### src/rtl/motion_pkg.sv
// Shared types and defaults for the motion-search controller and its window iterator.
package motion_pkg;

    localparam int RANGE_DEF = 7;
    localparam int VW_DEF    = 5;
    localparam int SW_DEF    = 18;

    // Largest positive SAD. The comparator compares signed values, so this is the
    // "never abort" threshold.
    localparam logic [SW_DEF-1:0] SAD_MAX = 18'h1FFFF;

    typedef enum logic [2:0] {
        S_IDLE,
        S_ISSUE,
        S_RUN,
        S_EVAL,
        S_NEXT,
        S_RISSUE,
        S_RRUN,
        S_FIN
    } ms_state_e;

endpackage

### src/rtl/search_window_iter.sv
// Raster counter over the square search window: dy is the outer loop and dx the inner.
// Supports init to the first corner, a single raster step, and a direct load, which is
// used to point the fetcher back at the winning vector.
module search_window_iter #(
    parameter int RANGE = 7,
    parameter int VW    = 5
) (
    input  logic                 clk,
    input  logic                 reset_n,
    input  logic                 init_i,
    input  logic                 step_i,
    input  logic                 load_i,
    input  logic signed [VW-1:0] load_dx_i,
    input  logic signed [VW-1:0] load_dy_i,
    output logic signed [VW-1:0] dx_o,
    output logic signed [VW-1:0] dy_o,
    output logic                 last_o
);

    localparam logic signed [VW-1:0] RMAX = VW'(RANGE);
    localparam logic signed [VW-1:0] RMIN = VW'(-RANGE);
    localparam logic signed [VW-1:0] ONE  = VW'(1);

    logic signed [VW-1:0] dx_q, dy_q;

    // Candidate position: init has priority over load, and load has priority over step.
    always_ff @(posedge clk or negedge reset_n) begin
        if (!reset_n) begin
            dx_q <= '0;
            dy_q <= '0;
        end else if (init_i) begin
            dx_q <= RMIN;
            dy_q <= RMIN;
        end else if (load_i) begin
            dx_q <= load_dx_i;
            dy_q <= load_dy_i;
        end else if (step_i) begin
            if (dx_q == RMAX) begin
                dx_q <= RMIN;
                dy_q <= dy_q + ONE;
            end else begin
                dx_q <= dx_q + ONE;
            end
        end
    end

    assign dx_o   = dx_q;
    assign dy_o   = dy_q;
    assign last_o = (dx_q == RMAX) && (dy_q == RMAX);

endmodule

### src/rtl/motion_search_ctrl.sv
// Full-search motion controller. It issues one comparator run per candidate and feeds
// the running best SAD back as the abort threshold. It then re-runs the winner once
// with the threshold forced open, so the residual is captured downstream.
module motion_search_ctrl
    import motion_pkg::*;
#(
    parameter int RANGE = RANGE_DEF,
    parameter int VW    = VW_DEF,
    parameter int SW    = SW_DEF
) (
    input  logic                 clk,
    input  logic                 reset_n,
    input  logic                 start,
    input  logic [SW-1:0]        thresh,
    output logic                 busy,
    output logic                 done,
    output logic signed [VW-1:0] cand_dx,
    output logic signed [VW-1:0] cand_dy,
    output logic                 cmp_en,
    input  logic                 cmp_rdy,
    input  logic                 cmp_valid,
    input  logic [SW-1:0]        cmp_accum,
    output logic [SW-1:0]        cmp_oldaccum,
    output logic                 res_capture,
    output logic signed [VW-1:0] best_dx,
    output logic signed [VW-1:0] best_dy,
    output logic [SW-1:0]        best_sad
);

    localparam logic [SW-1:0] SAD_MAX_W = {1'b0, {(SW-1){1'b1}}};

    ms_state_e            state_q;
    logic                 first_q;      // masks cmp_rdy in the first RUN/RRUN cycle
    logic                 busy_q, done_q, rc_q;
    logic signed [VW-1:0] best_dx_q, best_dy_q;
    logic [SW-1:0]        best_sad_q, old_q;

    logic                 it_init, it_step, it_load, it_last, stop;
    logic signed [VW-1:0] it_dx, it_dy;

    search_window_iter #(.RANGE(RANGE), .VW(VW)) u_iter (
        .clk       (clk),
        .reset_n   (reset_n),
        .init_i    (it_init),
        .step_i    (it_step),
        .load_i    (it_load),
        .load_dx_i (best_dx_q),
        .load_dy_i (best_dy_q),
        .dx_o      (it_dx),
        .dy_o      (it_dy),
        .last_o    (it_last)
    );

    // Leave the search after a good-enough match or after the last candidate.
    assign stop    = (best_sad_q <= thresh) || it_last;
    assign it_init = (state_q == S_IDLE) && start;
    assign it_step = (state_q == S_NEXT) && !stop;
    assign it_load = (state_q == S_NEXT) && stop;

    // Sequencer. State, best-match tracking and the registered handshake outputs.
    always_ff @(posedge clk or negedge reset_n) begin
        if (!reset_n) begin
            state_q    <= S_IDLE;
            first_q    <= 1'b0;
            busy_q     <= 1'b0;
            done_q     <= 1'b0;
            rc_q       <= 1'b0;
            best_dx_q  <= '0;
            best_dy_q  <= '0;
            best_sad_q <= '0;
            old_q      <= SAD_MAX_W;
        end else begin
            done_q <= 1'b0;
            case (state_q)
                S_IDLE: if (start) begin
                    busy_q     <= 1'b1;
                    best_sad_q <= SAD_MAX_W;
                    best_dx_q  <= '0;
                    best_dy_q  <= '0;
                    old_q      <= SAD_MAX_W;
                    state_q    <= S_ISSUE;
                end
                S_ISSUE: if (cmp_rdy) begin
                    first_q <= 1'b1;
                    state_q <= S_RUN;
                end
                S_RUN: begin
                    if (first_q)      first_q <= 1'b0;
                    else if (cmp_rdy) state_q <= S_EVAL;
                end
                S_EVAL: begin
                    // Strict compare: on a tie, the earlier raster candidate is kept.
                    if (cmp_valid && (cmp_accum < best_sad_q)) begin
                        best_sad_q <= cmp_accum;
                        best_dx_q  <= it_dx;
                        best_dy_q  <= it_dy;
                        old_q      <= cmp_accum;
                    end
                    state_q <= S_NEXT;
                end
                S_NEXT: begin
                    if (stop) begin
                        rc_q    <= 1'b1;
                        old_q   <= SAD_MAX_W;   // the residual pass must never abort
                        state_q <= S_RISSUE;
                    end else begin
                        state_q <= S_ISSUE;
                    end
                end
                S_RISSUE: if (cmp_rdy) begin
                    first_q <= 1'b1;
                    state_q <= S_RRUN;
                end
                S_RRUN: begin
                    if (first_q) begin
                        first_q <= 1'b0;
                    end else if (cmp_rdy) begin
                        done_q  <= 1'b1;
                        busy_q  <= 1'b0;
                        rc_q    <= 1'b0;
                        old_q   <= best_sad_q;
                        state_q <= S_FIN;
                    end
                end
                S_FIN:   state_q <= S_IDLE;
                default: state_q <= S_IDLE;
            endcase
        end
    end

    // Launch is gated by the live cmp_rdy, so an enable can never meet a busy comparator.
    // Each issue state is left on the same edge, which keeps the pulse to one cycle.
    assign cmp_en = ((state_q == S_ISSUE) || (state_q == S_RISSUE)) && cmp_rdy;

    assign busy         = busy_q;
    assign done         = done_q;
    assign res_capture  = rc_q;
    assign cand_dx      = it_dx;
    assign cand_dy      = it_dy;
    assign cmp_oldaccum = old_q;
    assign best_dx      = best_dx_q;
    assign best_dy      = best_dy_q;
    assign best_sad     = best_sad_q;

endmodule

### config.mk
export PLATFORM = sky130hd
export DESIGN_NAME = motion_search_ctrl
export DESIGN_NICKNAME = d
export VERILOG_FILES = /design/src/rtl/motion_pkg.sv /design/src/rtl/search_window_iter.sv /design/src/rtl/motion_search_ctrl.sv
export SDC_FILE = /design/constraint.sdc
export NUM_CORES = 1
export LEC_CHECK = 0
export ABC_AREA = 0
export BUFFER_PORTS_ARGS = -buffer_cell sky130_fd_sc_hd__buf_2
export CELL_PAD_IN_SITES_DETAIL_PLACEMENT = 2
export CELL_PAD_IN_SITES_GLOBAL_PLACEMENT = 2
export CORE_MARGIN = 3
export CORE_UTILIZATION = 31
export CTS_BUF_LIST = sky130_fd_sc_hd__clkbuf_4 sky130_fd_sc_hd__clkbuf_8
export DETAILED_ROUTE_END_ITERATION = 8
export GPL_ROUTABILITY_DRIVEN = 0
export PLACE_DENSITY = 0.78
export SETUP_SLACK_MARGIN = 0.05
export SLEW_MARGIN = 20
export SYNTH_ARGS = -nofsm -noshare
export SYNTH_HDL_FRONTEND = slang
export SYNTH_HIERARCHICAL = 1
export SYNTH_SLANG_ARGS = --single-unit
export TNS_END_PERCENT = 1
### constraint.sdc
create_clock -name clk -period 2.81 [get_ports clk]
set_clock_uncertainty 0.05 [all_clocks]
set_input_delay 0.843 -clock clk [delete_from_list [all_inputs] [get_ports clk]]
set_output_delay 0.843 -clock clk [all_outputs]
set_load 0.05 [all_outputs]
==> flow_summary_export.csv <==
group,metric,value,unit
power,internal-power,0.00374,W
drt,routed_wl,18200,um
critical_path,crit_type,"in2reg",
critical_path,crit_arrival,3200,ps
global_routing,overflow,0,
power,pwr-share-clk,13.1,%
critical_path,start_kind,"input port",
logic_synthesis,syn-cell-area,4140,um2
logic_synthesis,ys_ff_latch,63,
critical_path,cp-end-kind,"flop",
power,p_switching,0.00365,W
floorplan,die-area,14800,um2
logic_synthesis,synth_flop_cell,"dfrtp_1",
floorplan,dieWidth,122,um
cts,clock-root-buffer,"clkbuf_8",
critical_path,path_common_cell,"buf_6",
timing,post-route-worst-setup-slack,-173,ps
logic_synthesis,syn-num-nets,498,
critical_path,crit_slowest_cell,"ha_4",
cts,clock_latency,380,ps
logic_synthesis,synth.top_cell.area_share,27.8,%
cts,cts_buffers,9,
drt,vias,3858,
cts,cts_tree,"done",
layout,n_antenna_cell,0,
timing,period_needed,2980,ps
layout,final_common_cell,"buf_2",
logic_synthesis,yosysTopAreaCell,"dfrtp_1",
critical_path,slowest_delay,260,ps
run_status,status,"complete, but fails checks",
drt,viasPerCell,5.15,
cts,cts_sinks,63,
timing,fin_crit_sh,106,%
critical_path,critPathMaxFanout,6,
timing,max_slew_margin,50.8,%
timing,drv_slew,0,
cts,cts_buffer_depth,2,
worst_hold_path,min_path_type,"in2async",
run,maxCapViolCount,0,
timing,max_freq,335,MHz
drt,drc,0,
layout,drive_above_1_share,52.7,%
logic_synthesis,synth_cells,415,
power,total_power,0.00739,W
logic_synthesis,synth_edf_count,0,
timing,rsz0062_at_grt,"true",
drt,drt-initial-drc-count,133,
logic_synthesis,synth_area_per_cell,9.97,um2
cts,h-tree-depth,3,
floorplan,fp.dieH,122,um
timing,setup_viol,53,
place,dp_hpwl,10700,um
timing,tightest_slew,738,ps
place,dp.cells,712,
global_routing,grt_pass1_wl,24700,um
logic_synthesis,async_flop_share,100,%
critical_path,crit_chain,"buf_6, inv_2, ha_4, nand4_1, buf_4, a211oi_4, a2111oi_4, o22ai_2, buf_6, and2_4, buf_6, nand2_1, xnor2_1, nand2_1, a21oi_1",
layout,layout.cells.non_filler,749,
cts,ctsHoldBuffers,0,
critical_path,critPathRequiredTime,3020,ps
drt,wl_per_cell,24.3,um
floorplan,start_util,32.3,%
floorplan,core-area,12800,um2
logic_synthesis,synth.distinct_cells,54,
logic_synthesis,ys_top_cells_by_area,"dfrtp_1 (28%), ha_1 (13%), dfstp_2 (11%)",
place,port_buffers,100,
logic_synthesis,synth_warnings,6,
global_routing,grt_max_degree,64,
power,p_sw_share,49.4,%
layout,syn_to_final_growth,49.1,%
power,comb_power_share,65.2,%
layout,fill_cells,1311,
layout,mostFrequentLayoutCells,"buf_2 (93), inv_1 (47), buf_4 (45)",
critical_path,critPathBufInv,5,
timing,hold_viol,0,
drt,dr.pass1.iters,4,
logic_synthesis,seq_area_frac_synth,38.6,%
power,p_leak,2.81,nW
run_status,violations,"setup timing",
floorplan,std_cell_rows,41,
power,pwr_density_cell,1200,nW/um2
global_routing,first_global_vias,4352,
global_routing,antenna_found_initial,1,
layout,final_nets,655,
power,seqPwrFrac,21.7,%
drt,drt.antenna.violating_nets,0,
critical_path,critical-path-top-delay-family,"compound AO/OA/AOI/OAI gates",
power,vdd_drop_max,0.000685,V
global_routing,grt_usage,21.9,%
floorplan,ios,101,
cts,clk_pin_slew,90,ps
-- sequential cells by signal (all words and copies together) (netlist names) --
| signal | flops |
|---|---|
| best_sad | 18 |
| cmp_oldaccum | 18 |
| best_dx | 5 |
| best_dy | 5 |
| u_iter/dx_o | 5 |
| u_iter/dy_o | 5 |
| state_q | 3 |
| busy | 1 |
| done | 1 |
| first_q | 1 |
| res_capture | 1 |
-- what timing repair did --
item / CTS / global route
pin swaps: 18 / 24
endpoints found under the setup margin: 54 / 56
resized for setup: 49 / 50
setup buffers: 7 / 12
cloned: 3 / 0
-- cells by family (layout without fill, tap and decap cells) --
| group | after synthesis | after routing | share of synthesized area (%) |
|---|---|---|---|
| AOI/OAI and AO/OA | 82 | 82 | 14.6 |
| xor gates and xnor gates | 1 | 1 | 0.212 |
| adders and majority gates | 42 | 42 | 12.7 |
| buffers and inverters | 71 | 233 | 7.53 |
| DFF | 63 | 63 | 38.6 |
| muxes | 46 | 46 | 12.2 |
| and+or+nand+nor | 110 | 110 | 14.1 |
-- area by class of cell --
class	count	area [um2]	area share [%]
sequential	63	1610	26.0
clock inverter	3	65.1	1.05
timing repair buffer	159	1100	17.8
clock buffer	13	166	2.70
inverter	58	220	3.57
tap	172	215	3.49
multi-input combinational	281	2800	45.3
-- final timing paths --
kind	start	end	slack, ps	cells after the start
setup / recovery	thresh[9]	u_iter/dx_o[2]$_DFFE_PN0P_	-170	15
hold / removal	reset_n	best_sad[6]$_DFFE_PN0P_	420	2
setup reg to reg	best_sad[17]$_DFFE_PN0P_	best_sad[16]$_DFFE_PN0P_	-120	10
hold reg to reg	best_dx[1]$_DFFE_PN0P_	best_dx[1]$_DFFE_PN0P_	500	2
max in group asynchronous	reset_n	cmp_oldaccum[15]$_DFFE_PN1P_	1930	2
min in group clk	best_dx[1]$_DFFE_PN0P_	best_dx[1]$_DFFE_PN0P_	500	2
-- power groups by stage --
stage	clock network, W	registers [W]	logic [W]
5_1_grt	0.00102	0.00166	0.00508
3_5_place_dp	0	0.00160	0.00399
6_report	0.000966	0.00161	0.00482
4_1_cts	0.000974	0.00159	0.00444
2_1_floorplan	0	0.00253	0.00179
3_3_place_gp	0	0.00158	0.00383
-- routing by layer --
| metal | wire length [um] | vias up | global-route usage [%] | share of wire [%] |
|---|---|---|---|---|
| li1 | - | 1754 | - | - |
| met1 | 7700 | 1978 | 27.3 | 42 |
| met5 | 13 | - | 0 | 0.071 |
| met4 | 382 | 2 | 7.63 | 2.1 |
| met2 | 9420 | 98 | 39.0 | 52 |
| met3 | 688 | 26 | 2.83 | 3.8 |
-- synth_stat cells (6+ instances only) --
library cell,instances
nand2b_1,22
nor2_1,14
nand2_1,32
mux2_1,19
a211oi_1,6
ha_1,42
o21ai_0,16
o21a_1,19
nor3_1,7
nand3_1,6
mux2_2,16
a21oi_1,17
mux2i_1,11
dfrtp_1,46
dfstp_2,17
inv_1,58
clkbuf_1,6
nand4_1,7
-- through the flow --
step                setup TNS [ps]  utilization (%)  worst slack (ps)  instance area, um2  hold slack [ps]
global placement            -19790             42.1              -447                5390              464
finish                       -4610             48.1              -173                6170              424
CTS                           -505             46.1             -34.1                5910              435
global route                 -7960             48.1              -249                6170              447
floorplan                    -3840                -              -170                4450              471
detailed placement          -24020             42.1              -505                5390              471
(Power assumes the default switching activity.)
